### config.mk
export PLATFORM = sky130hd
export DESIGN_NAME = mips_mc_controller
export DESIGN_NICKNAME = d
export VERILOG_FILES = /design/src/rtl/mips_pkg.sv /design/src/rtl/alu_decoder.sv /design/src/rtl/mips_mc_controller.sv
export SDC_FILE = /design/constraint.sdc
export NUM_CORES = 1
export LEC_CHECK = 0
export ABC_AREA = 1
export ABC_CLOCK_PERIOD_IN_PS = 2400
export BUFFER_PORTS_ARGS = -buffer_cell sky130_fd_sc_hd__buf_2
export CAP_MARGIN = 15
export CORE_MARGIN = 2
export CORE_UTILIZATION = 44
export CTS_BUF_LIST = sky130_fd_sc_hd__clkbuf_16
export CTS_CLUSTER_DIAMETER = 60
export DETAILED_ROUTE_END_ITERATION = 10
export HOLD_SLACK_MARGIN = 0.12
export PLACE_DENSITY_LB_ADDON = 0.05
export SLEW_MARGIN = 20
export SYNTH_ARGS = -nofsm -noshare
export SYNTH_HDL_FRONTEND = slang
export SYNTH_SLANG_ARGS = --single-unit
### constraint.sdc
create_clock -name clk -period 2.4 [get_ports clk]
set_input_delay 0.48 -clock clk [delete_from_list [all_inputs] [get_ports clk]]
set_output_delay 0.48 -clock clk [all_outputs]
set_load 0.03 [all_outputs]
### src/rtl/mips_pkg.sv
`default_nettype none
// ============================================================================
// Module  : mips_pkg
// Purpose : Shared encodings for MIPS control: FSM states, opcodes, functs,
//           ALU control codes and aluop codes.
// Revision: 1.0  initial release
// ============================================================================
package mips_pkg;

  typedef enum logic [3:0] {
    S_RST     = 4'd0,
    S_FETCH   = 4'd1,
    S_DECODE  = 4'd2,
    S_MEMADR  = 4'd3,
    S_MEMRD   = 4'd4,
    S_MEMWB   = 4'd5,
    S_MEMWR   = 4'd6,
    S_RTYPEEX = 4'd7,
    S_RTYPEWB = 4'd8,
    S_BEQ     = 4'd9,
    S_ADDIEX  = 4'd10,
    S_ADDIWB  = 4'd11,
    S_JUMP    = 4'd12
  } state_t;

  localparam logic [5:0] OP_LW    = 6'b100011;
  localparam logic [5:0] OP_SW    = 6'b101011;
  localparam logic [5:0] OP_RTYPE = 6'b000000;
  localparam logic [5:0] OP_BEQ   = 6'b000100;
  localparam logic [5:0] OP_ADDI  = 6'b001000;
  localparam logic [5:0] OP_J     = 6'b000010;

  localparam logic [5:0] F_ADD = 6'b100000;
  localparam logic [5:0] F_SUB = 6'b100010;
  localparam logic [5:0] F_AND = 6'b100100;
  localparam logic [5:0] F_OR  = 6'b100101;
  localparam logic [5:0] F_SLT = 6'b101010;

  localparam logic [2:0] ALU_ADD = 3'b010;
  localparam logic [2:0] ALU_SUB = 3'b110;
  localparam logic [2:0] ALU_AND = 3'b000;
  localparam logic [2:0] ALU_OR  = 3'b001;
  localparam logic [2:0] ALU_SLT = 3'b111;

  localparam logic [1:0] ALUOP_ADD   = 2'b00;
  localparam logic [1:0] ALUOP_SUB   = 2'b01;
  localparam logic [1:0] ALUOP_FUNCT = 2'b10;

endpackage : mips_pkg
`default_nettype wire

### src/rtl/alu_decoder.sv
`default_nettype none
// ============================================================================
// Module  : alu_decoder
// Purpose : Combinational (aluop, funct) -> alucontrol, plus funct legality.
// Revision: 1.0  initial release
// ============================================================================
module alu_decoder
  import mips_pkg::*;
(
  input  logic [1:0] aluop,
  input  logic [5:0] funct,
  output logic [2:0] alucontrol,
  output logic       funct_ok
);

  logic [2:0] w_funct_ctl;

  always_comb begin
    w_funct_ctl = ALU_ADD;
    funct_ok    = 1'b1;
    case (funct)
      F_ADD:   w_funct_ctl = ALU_ADD;
      F_SUB:   w_funct_ctl = ALU_SUB;
      F_AND:   w_funct_ctl = ALU_AND;
      F_OR:    w_funct_ctl = ALU_OR;
      F_SLT:   w_funct_ctl = ALU_SLT;
      default: funct_ok    = 1'b0;
    endcase
  end

  // aluop 11 is unused and falls back to add
  always_comb begin
    alucontrol = ALU_ADD;
    case (aluop)
      ALUOP_SUB:   alucontrol = ALU_SUB;
      ALUOP_FUNCT: alucontrol = w_funct_ctl;
      default:     alucontrol = ALU_ADD;
    endcase
  end

endmodule : alu_decoder
`default_nettype wire

### src/rtl/mips_mc_controller.sv
`default_nettype none
// ============================================================================
// Module  : mips_mc_controller
// Purpose : Multicycle MIPS Moore control FSM with memory-ready stalls and an
//           illegal-instruction pulse.
// Revision: 1.0  initial release
// ============================================================================
module mips_mc_controller
  import mips_pkg::*;
#(
  parameter int RESET_HOLD = 1
) (
  input  logic       clk,
  input  logic       reset_n,
  input  logic [5:0] op,
  input  logic [5:0] funct,
  input  logic       zero,
  input  logic       memready,
  output logic       memwrite,
  output logic       irwrite,
  output logic       regwrite,
  output logic       iord,
  output logic       memtoreg,
  output logic       regdst,
  output logic       alusrca,
  output logic [1:0] alusrcb,
  output logic [1:0] pcsrc,
  output logic       pcen,
  output logic [2:0] alucontrol,
  output logic       illegal
);

  localparam logic [3:0] c_hold_last = 4'(RESET_HOLD - 1);

  state_t     r_state;
  state_t     w_next_state;
  logic [3:0] r_hold;
  logic [1:0] w_aluop;
  logic       w_pcwrite;
  logic       w_branch;
  logic       w_funct_ok;
  logic       w_bad_instr;

  alu_decoder u_alu_decoder (
    .aluop      (w_aluop),
    .funct      (funct),
    .alucontrol (alucontrol),
    .funct_ok   (w_funct_ok)
  );

  assign w_bad_instr = !((op == OP_LW) || (op == OP_SW) || (op == OP_BEQ) ||
                         (op == OP_ADDI) || (op == OP_J) ||
                         ((op == OP_RTYPE) && w_funct_ok));

  always_ff @(posedge clk or negedge reset_n) begin
    if (!reset_n) begin
      r_state <= S_RST;
      r_hold  <= 4'd0;
    end else begin
      r_state <= w_next_state;
      r_hold  <= (r_state == S_RST) ? r_hold + 4'd1 : 4'd0;
    end
  end

  always_comb begin
    w_next_state = S_FETCH;
    case (r_state)
      S_RST:     w_next_state = (r_hold >= c_hold_last) ? S_FETCH : S_RST;
      S_FETCH:   w_next_state = memready ? S_DECODE : S_FETCH;
      S_DECODE: begin
        case (op)
          OP_LW, OP_SW: w_next_state = S_MEMADR;
          OP_RTYPE:     w_next_state = w_funct_ok ? S_RTYPEEX : S_FETCH;
          OP_BEQ:       w_next_state = S_BEQ;
          OP_ADDI:      w_next_state = S_ADDIEX;
          OP_J:         w_next_state = S_JUMP;
          default:      w_next_state = S_FETCH;
        endcase
      end
      S_MEMADR:  w_next_state = (op == OP_LW) ? S_MEMRD : S_MEMWR;
      S_MEMRD:   w_next_state = memready ? S_MEMWB : S_MEMRD;
      S_MEMWR:   w_next_state = memready ? S_FETCH : S_MEMWR;
      S_RTYPEEX: w_next_state = S_RTYPEWB;
      S_ADDIEX:  w_next_state = S_ADDIWB;
      default:   w_next_state = S_FETCH;
    endcase
  end

  // Strobes in waiting states are qualified by memready so stalls are inert
  always_comb begin
    memwrite  = 1'b0;
    irwrite   = 1'b0;
    regwrite  = 1'b0;
    iord      = 1'b0;
    memtoreg  = 1'b0;
    regdst    = 1'b0;
    alusrca   = 1'b0;
    alusrcb   = 2'b00;
    pcsrc     = 2'b00;
    illegal   = 1'b0;
    w_aluop   = ALUOP_ADD;
    w_pcwrite = 1'b0;
    w_branch  = 1'b0;
    case (r_state)
      S_FETCH: begin
        alusrcb   = 2'b01;
        irwrite   = memready;
        w_pcwrite = memready;
      end
      S_DECODE: begin
        alusrcb = 2'b11;
        illegal = w_bad_instr;
      end
      S_MEMADR, S_ADDIEX: begin
        alusrca = 1'b1;
        alusrcb = 2'b10;
      end
      S_MEMRD: iord = 1'b1;
      S_MEMWB: begin
        memtoreg = 1'b1;
        regwrite = 1'b1;
      end
      S_MEMWR: begin
        iord     = 1'b1;
        memwrite = memready;
      end
      S_RTYPEEX: begin
        alusrca = 1'b1;
        w_aluop = ALUOP_FUNCT;
      end
      S_RTYPEWB: begin
        regdst   = 1'b1;
        regwrite = 1'b1;
      end
      S_BEQ: begin
        alusrca  = 1'b1;
        w_aluop  = ALUOP_SUB;
        pcsrc    = 2'b01;
        w_branch = 1'b1;
      end
      S_ADDIWB: regwrite = 1'b1;
      S_JUMP: begin
        pcsrc     = 2'b10;
        w_pcwrite = 1'b1;
      end
      default: ;
    endcase
  end

  assign pcen = w_pcwrite | (w_branch & zero);

endmodule : mips_mc_controller
`default_nettype wire

## Word level (Yosys, flattened, before mapping)

Index checks and enable logic that the tools add are counted.
Widths: inputs -> output; s select.

| word-level totals | value |
|---|---|
| input port bits | 16 |
| word-level logic and storage cells | 70 |
| bits in registers | 8 |
| output and inout bits | 16 |

| cells by class | value |
|---|---|
| bitwise operators | 2 |
| $add $sub $neg | 1 |
| equal/unequal tests | 24 |
| reduce and logical (&&, ||, !) cells | 15 |
| $lt $le $gt $ge | 1 |
| multiplexer cells | 25 |

Operators by type and width:

| cell | number |
|---|---|
| $eq 6x6->1 const B | 7 |
| $pmux 4 s8 | 1 |
| $eq 4x4->1 const B | 5 |
| $pmux 4 s5 | 1 |
| $eq 4x3->1 const B | 4 |
| $mux 1 | 12 |
| $pmux 3 s4 | 1 |
| $eq 4x2->1 const B | 2 |
| $pmux 2 s2 | 2 |
| $eq 6x2->1 const B | 1 |
| $eq 6x3->1 const B | 1 |
| $eq 6x4->1 const B | 1 |
| $logic_not 6->1 | 1 |
| $mux 3 | 2 |
| $pmux 2 s3 | 1 |
| $pmux 3 s2 | 1 |
| $reduce_or 2->1 | 3 |
| $logic_or 1x1->1 | 5 |
| $reduce_or 5->1 | 1 |
| $add 4x1->4 const B | 1 |
| $eq 4x1->1 const B | 1 |
| $ge 4x1->1 const B | 1 |
| $logic_not 4->1 | 1 |
| $mux 2 | 2 |
| other kinds (10) | 10 |

## Longest topological paths before layout

Gate-level depths: netlist of the first run.

| depth | value |
|---|---|
| word-level depth | 8 |
| mapped depth | 11 |
| gate-level depth less buffers | 11 |

## Modules after synthesis

From an unflattened synthesis of the first run, not the netlist that was laid out.

| unflattened totals | value |
|---|---|
| cell total of the unflattened synthesis | 128 |
| area total of the unflattened synthesis | 735.7 µm² |

By module, submodules not included:

| module | sequential area each (µm²) | times used | area each (µm²) | cells an instance |
|---|---|---|---|---|
| mips_mc_controller | 100.1 | 1 | 584.3 | 98 |
| alu_decoder | 0.0 | 1 | 151.4 | 30 |

## Worst setup path after synthesis of the first run

No wires, ideal clock.

| timing | value |
|---|---|
| path type | flip-flop to output port |
| start | reg r_state[1] |
| end | out alucontrol[0] |
| cell stages (with the launch flop) | 7 |
| arrival | 1.976 ns |
| data required time | 1.920 ns |
| setup slack | -0.056 ns |
| path buffers | 0 |
| path through | dfrtp_1 > nor2_2 > inv_1 > nor2_1 > inv_1 > ha_1 > nor2_1 |

| on the way | value |
|---|---|
| cells in the longest elaborated chain, start to end | 4 |
| elaborated cells on any way between the ends | 6 |
| those cells by class | eq/ne: 4; mux: 2 |

RTL lines:

| item | RTL line | text |
|---|---|---|
| start, declared | mips_mc_controller.sv:35 | `state_t r_state;` |
| start signal, assigned | mips_mc_controller.sv:60 | `r_state <= w_next_state;` |
| $eq 4x4->1 or $eq 4x3->1 (tied branches) | mips_mc_controller.sv:104 | `case (r_state)` |
| $pmux 2 s2 (*) | mips_mc_controller.sv:104 |  |
| $eq 2x2->1 or $eq 2x1->1 (tied branches) | alu_decoder.sv:34 | `case (aluop)` |
| $pmux 3 s2 (*) | alu_decoder.sv:34 |  |
| end, declared | mips_mc_controller.sv:29 | `output logic [2:0] alucontrol,` |

Mark *: on every way between the ends. The rest lies on a longest branch, timed or not.

## Worst setup path in the final report of the first run

| timing | value |
|---|---|
| start | reg r_state[2] |
| end | out alucontrol[1] |

Same word-level chain as after synthesis.

==> metrics.txt, run 1 <==
status=completed; I/O Buffers=31; core area=1320 sq um; Tot Pwr=0.923 mW; multi-input combinational cell area=457 sq um; Yosys cell types=18; GRT Total Usage=0.207; WP depth=10; clock buffer depth=2; top flop regs=r_state (4); Power Dens Cells=991 nW/um^2; Area growth, synth to finish=47.9%; crit-path max cell delay=0.35 ns; highest clock rate=0.438 GHz; final wirelength=1.73 mm; crit start category=flop; initial antenna violation count=0; hold path cells=2; DR WL/cell=9.86 um; Register Area=100 sq um; fin crit share=0.952; HPWL after DPL=1.43 mm; crit path DAT=1.80 ns; row count=13; clk root buf=clkbuf_16; worst-margin pin slew=0.244 ns; Syn Nets=140; Sink Count=4; crit end category=output port; die area=1750 sq um; max_cap viols=0; Worst Setup Slack post-DPL=0.246 ns; final cell count without fillers=175; Lkg Pwr=0.569 nW; HP Class=in2reg; most used cell, CP=inv_1; Chip Width=41.8 um; reg2reg path depth=8; hold_ws=0.572 ns; Filler cells=114; number of detailed-route iterations in the first pass=4; GPL Wtd Cong=0.797; initial core utilization=0.478; DR iter-0 viols=25; drt drc=0; CP max FO=3; worst ir drop on vdd=0.000764 V; die height=41.8 um; Setup Skew=0.00427 ns; Final Max Tran Viols=0; delay-heaviest family, CP=simple AND/OR/NAND/NOR gates; Top reg by flops=r_state; largest net degree at the start of global routing=6; vias per cell=4.93; later-pin clock latency in the skew report=0.22 ns; vias in the first global route=741; Setup violations, final=0; Worst Path Required=1.92 ns; Setup TNS Final=0 ns; layout cells sized above 1=0.300; Cells after Synth=122; final hold vios=0; H-Tree Depth=1; Seq cells post-synth=4; Avg Synthesized Cell Area=5.16 sq um; worst setup path class=reg2out; Reg clk slew, reported paths=0.03 ns; global-route wire length before repair=2.88 mm; r2r setup slk=1.05 ns; fin nets=180; CP Cell Sequence=inv_1, nor2_2, inv_2, nor2_4, inv_1, ha_1, a31o_2, nor2_1, nand2_1, buf_4; max reg flops=4; WP buf/inv=4; most frequent cells in the layout=31 x nor2_1, 30 x buf_2, 28 x nand2_1; placed insts=168; num ports=32; detailed-route via count=862; relative slew slack=0.837; Final ANT Viol Nets=0; Remaining Overflow, GRT=0; most common cell after layout, fill and taps aside=nor2_1; sequential fraction of the synthesis area=0.159; CP max stage cell=dfrtp_1; TritonCTS buffer count=3; CTS tree=done; Setup WS post-layout=0.116 ns; Antenna diodes=0; Ys Warns=0; cell area after synthesis=629 sq um; min Tclk post-route=2.28 ns
==> final cells by class <==
| class | count | share of cell area |
|---|---|---|
| sequential | 4 | 0.108 |
| tap | 15 | 0.0202 |
| clock buffer | 3 | 0.0806 |
| inverter | 24 | 0.0968 |
| timing repair buffer | 35 | 0.204 |
| multi-input combinational | 94 | 0.491 |
==> layer usage <==
layer | vias to the layer above | part of all wire | track usage
met1 | 366 | 0.44 | 0.253
met5 | - | 0 | 0
met3 | 4 | 0.072 | 0.0304
li1 | 456 | - | -
met2 | 36 | 0.47 | 0.344
met4 | 0 | 0.014 | 0.116
==> worst reg2reg max path: stages (launching register included) <==
cell and delay, ns:
dfrtp_1 0.38, buf_4 0.14, nor2_1 0.16, inv_1 0.09, nor2_2 0.17, inv_1 0.08
nor2_1 0.14, nand2_1 0.07, nand2_1 0.06
==> path summary, 6_finish.rpt <==
check,startpoint,endpoint
hold / removal,memready,r_state[0]
setup reg to reg,r_state[2],r_state[2]
setup / recovery,r_state[2],alucontrol[1]
min in group asynchronous,reset_n,r_state[1]
max in group asynchronous,reset_n,r_state[0]
hold reg to reg,r_state[0],r_state[2]
==> through the flow <==
stage               utilization  instance area, sq um
global placement          0.612                   806
detailed placement        0.612                   806
finish                    0.707                   931
global route              0.707                   931
CTS                       0.676                   891
floorplan                     -                   632
==> what timing repair did <==
action / 4_1_cts / 5_1_grt
hold endpoints to repair: 4 / 0
setup buffers: 0 / 3
hold buffers: 1 / 0
resized for setup: 0 / 8
setup endpoints to repair: 0 / 2
==> report_power, final <==
group	switching, mW	leakage, nW	total, mW	internal [mW]
sequential	0.0248	0.0511	0.118	0.0931
combinational	0.376	0.481	0.546	0.170
clock	0.0464	0.0370	0.259	0.213
==> Yosys cell counts <==
cell type / count / share of area
nand3_1: 11 / 0.087
nand3b_1: 1 / 0.012
a211oi_1: 1 / 0.012
a31o_2: 1 / 0.014
nand4_1: 3 / 0.030
a21boi_0: 1 / 0.012
nor3_1: 1 / 0.0079
o21ai_0: 2 / 0.016
o2111ai_1: 1 / 0.014
ha_1: 2 / 0.040
and2_1: 1 / 0.0099
inv_1: 24 / 0.14
nand2_1: 29 / 0.17
a21oi_1: 2 / 0.016
a211o_1: 1 / 0.014
nor2_1: 32 / 0.19
nor2_2: 5 / 0.050
dfrtp_1: 4 / 0.16
==> cells by family (layout without fill, tap and decap cells) <==
group                    after synthesis  after routing  synth area share
AND/OR/NAND/NOR                       83             83             0.561
adder cells (fa/ha/maj)                2              2            0.0398
flip-flops                             4              4             0.159
buffers and inverters                 24             62             0.143
AO/OA/AOI/OAI                          9              9            0.0974
(Power assumes the default switching activity.)
==> run 2, diff against run 1 <==
--- a/config.mk
+++ b/config.mk
@@ -6,11 +6,11 @@
 export NUM_CORES = 1
 export LEC_CHECK = 0
 export ABC_AREA = 1
-export ABC_CLOCK_PERIOD_IN_PS = 2400
+export ABC_CLOCK_PERIOD_IN_PS = 2950
 export BUFFER_PORTS_ARGS = -buffer_cell sky130_fd_sc_hd__buf_2
 export CAP_MARGIN = 15
 export CORE_MARGIN = 2
-export CORE_UTILIZATION = 44
+export CORE_UTILIZATION = 47
 export CTS_BUF_LIST = sky130_fd_sc_hd__clkbuf_16
 export CTS_CLUSTER_DIAMETER = 60
 export DETAILED_ROUTE_END_ITERATION = 10
==> constraint.sdc (replaced) <==
create_clock -name clk -period 2.95 [get_ports clk]
set_input_delay 0.59 -clock clk [delete_from_list [all_inputs] [get_ports clk]]
set_output_delay 0.59 -clock clk [all_outputs]
set_load 0.03 [all_outputs]
==> run 2 against run 1 <==
Sequential share of layout area rose by 0.64 points. Sequential power fell by 18%. Via count fell by 4.1%. Critical path type unchanged. Worst setup slack improved by 0.31 ns.
==> metrics.txt, run 2 (same netlist as run 1, synthesis figures left out) <==
status=completed; relative slew slack=0.803; crit start category=flop; placed insts=168; HP Class=in2async; Final ANT Viol Nets=0; largest net degree at the start of global routing=6; Setup violations, final=0; top flop regs=r_state (4); Setup TNS Final=0 ns; worst-margin pin slew=0.294 ns; Antenna diodes=0; number of detailed-route iterations in the first pass=5; CP endpoint=alucontrol[1]; initial antenna violation count=0; die height=40.6 um; final hold vios=0; final wirelength=1.60 mm; crit end category=output port; clock buffer depth=2; detailed-route via count=827; row count=13; Critical R2R Launch=r_state[0]; worst setup path class=reg2out; max reg flops=4; Chip Width=40.6 um; initial core utilization=0.496; die area=1650 sq um; placed cell area=803 sq um; design area=878 sq um; CP Cell Sequence=inv_1, nor2_2, inv_1, nor2_1, inv_1, ha_1, a31o_2, nor2_1, nand2_1, buf_2; Lkg Pwr=0.549 nW; Top reg by flops=r_state; Area growth, synth to finish=39.6%; fin crit share=0.856; delay-heaviest family, CP=simple AND/OR/NAND/NOR gates; I/O Buffers=31; setup bufs post-CTS=0; r2r setup slk=1.62 ns; Power Dens Cells=818 nW/um^2; Worst Path Required=2.36 ns; crit-path max cell delay=0.38 ns; num ports=32; CTS tree=done; global-route wire length before repair=2.43 mm; Reg clk slew, reported paths=0.03 ns; H-Tree Depth=1; WP depth=10; reg2reg path depth=7; core area=1270 sq um; highest clock rate=0.396 GHz; GPL Wtd Cong=0.860; most frequent cells in the layout=32 x nor2_1, 31 x buf_2, 29 x nand2_1; layout cells sized above 1=0.256; most common cell after layout, fill and taps aside=nor2_1; reg2reg end=r_state[1]; min Tclk post-route=2.52 ns; CTS hold repair buffers=0; DR WL/cell=9.35 um; most used cell, CP=inv_1; post-CTS resize count=0; HPWL after DPL=1.28 mm; Remaining Overflow, GRT=0; CP max FO=4; final cell count without fillers=171; Final Max Tran Viols=0; DR iter-0 viols=18; crit path DAT=1.93 ns; vias per cell=4.84; CP max stage cell=dfrtp_1; clk root buf=clkbuf_16; GRT Total Usage=0.223; max_cap viols=0; fin nets=176; WP buf/inv=4; vias in the first global route=648; Critical Path Source=r_state[0]; drt drc=0; Sink Count=4; RSZ-0062 raised after global routing=no; worst ir drop on vdd=0.000409 V; TritonCTS buffer count=3; later-pin clock latency in the skew report=0.23 ns; Setup Skew=0.00191 ns
==> run 2: changes by cell type in the layout (fill, tap and decap cells not counted), moves of 2 or more <==
cell    delta
buf_4      -4
inv_1      +2
nor2_4     -2
inv_2      -2
==> run 2: metrics by stage <==
| step | total power, mW | setup WS (ns) | utilization | hold WS (ns) |
|---|---|---|---|---|
| 6_report | 0.719 | 0.425 | 0.692 | 0.161 |
| 5_1_grt | 0.769 | 0.286 | 0.692 | 0.166 |
| 4_1_cts | 0.718 | 0.428 | 0.692 | 0.162 |
| 3_5_place_dp | 0.499 | 0.678 | 0.633 | 0.395 |
| 3_3_place_gp | 0.497 | 0.728 | 0.633 | 0.396 |
| 2_1_floorplan | 0.393 | 0.384 | - | 0.294 |
==> run 2: worst register-to-register path: cells and delay by family (launching register included) <==
kind / cells / cell delay [ns]
AOI/OAI and AO/OA: 1 / 0.22
buffers and inverters: 1 / 0.11
DFF: 1 / 0.40
and+or+nand+nor: 5 / 0.49
==> run 2: how the worst min path moves through the flow <==
stage,from,end,slack (ns)
detailed placement,reset_n,r_state[3],0.39
finish,reset_n,r_state[3],0.16
global placement,reset_n,r_state[1],0.40
global route,reset_n,r_state[1],0.17
floorplan,reset_n,r_state[0],0.29
CTS,reset_n,r_state[0],0.16
==> run 2: routing by layer <==
layer	GRT usage	part of all wire	vias to the layer above
li1	-	-	446
met1	0.259	0.47	352
met2	0.385	0.45	24
met3	0.0500	0.068	5
met4	0.100	0.018	0
met5	0	0	-
==> run 2: layout make-up <==
class	count	area, sq um
clock buffers	3	75.1
fillers	115	390
flip-flops and latches	4	100
multi-input cells	94	439
well taps	15	18.8
inverters	24	90.1
repair buffers	31	155
==> run 2: where the power goes <==
| part | switching, mW | internal, mW |
|---|---|---|
| clock | 0.0394 | 0.173 |
| sequential | 0.0209 | 0.0757 |
| combinational | 0.289 | 0.120 |
| total | 0.349 | 0.369 |
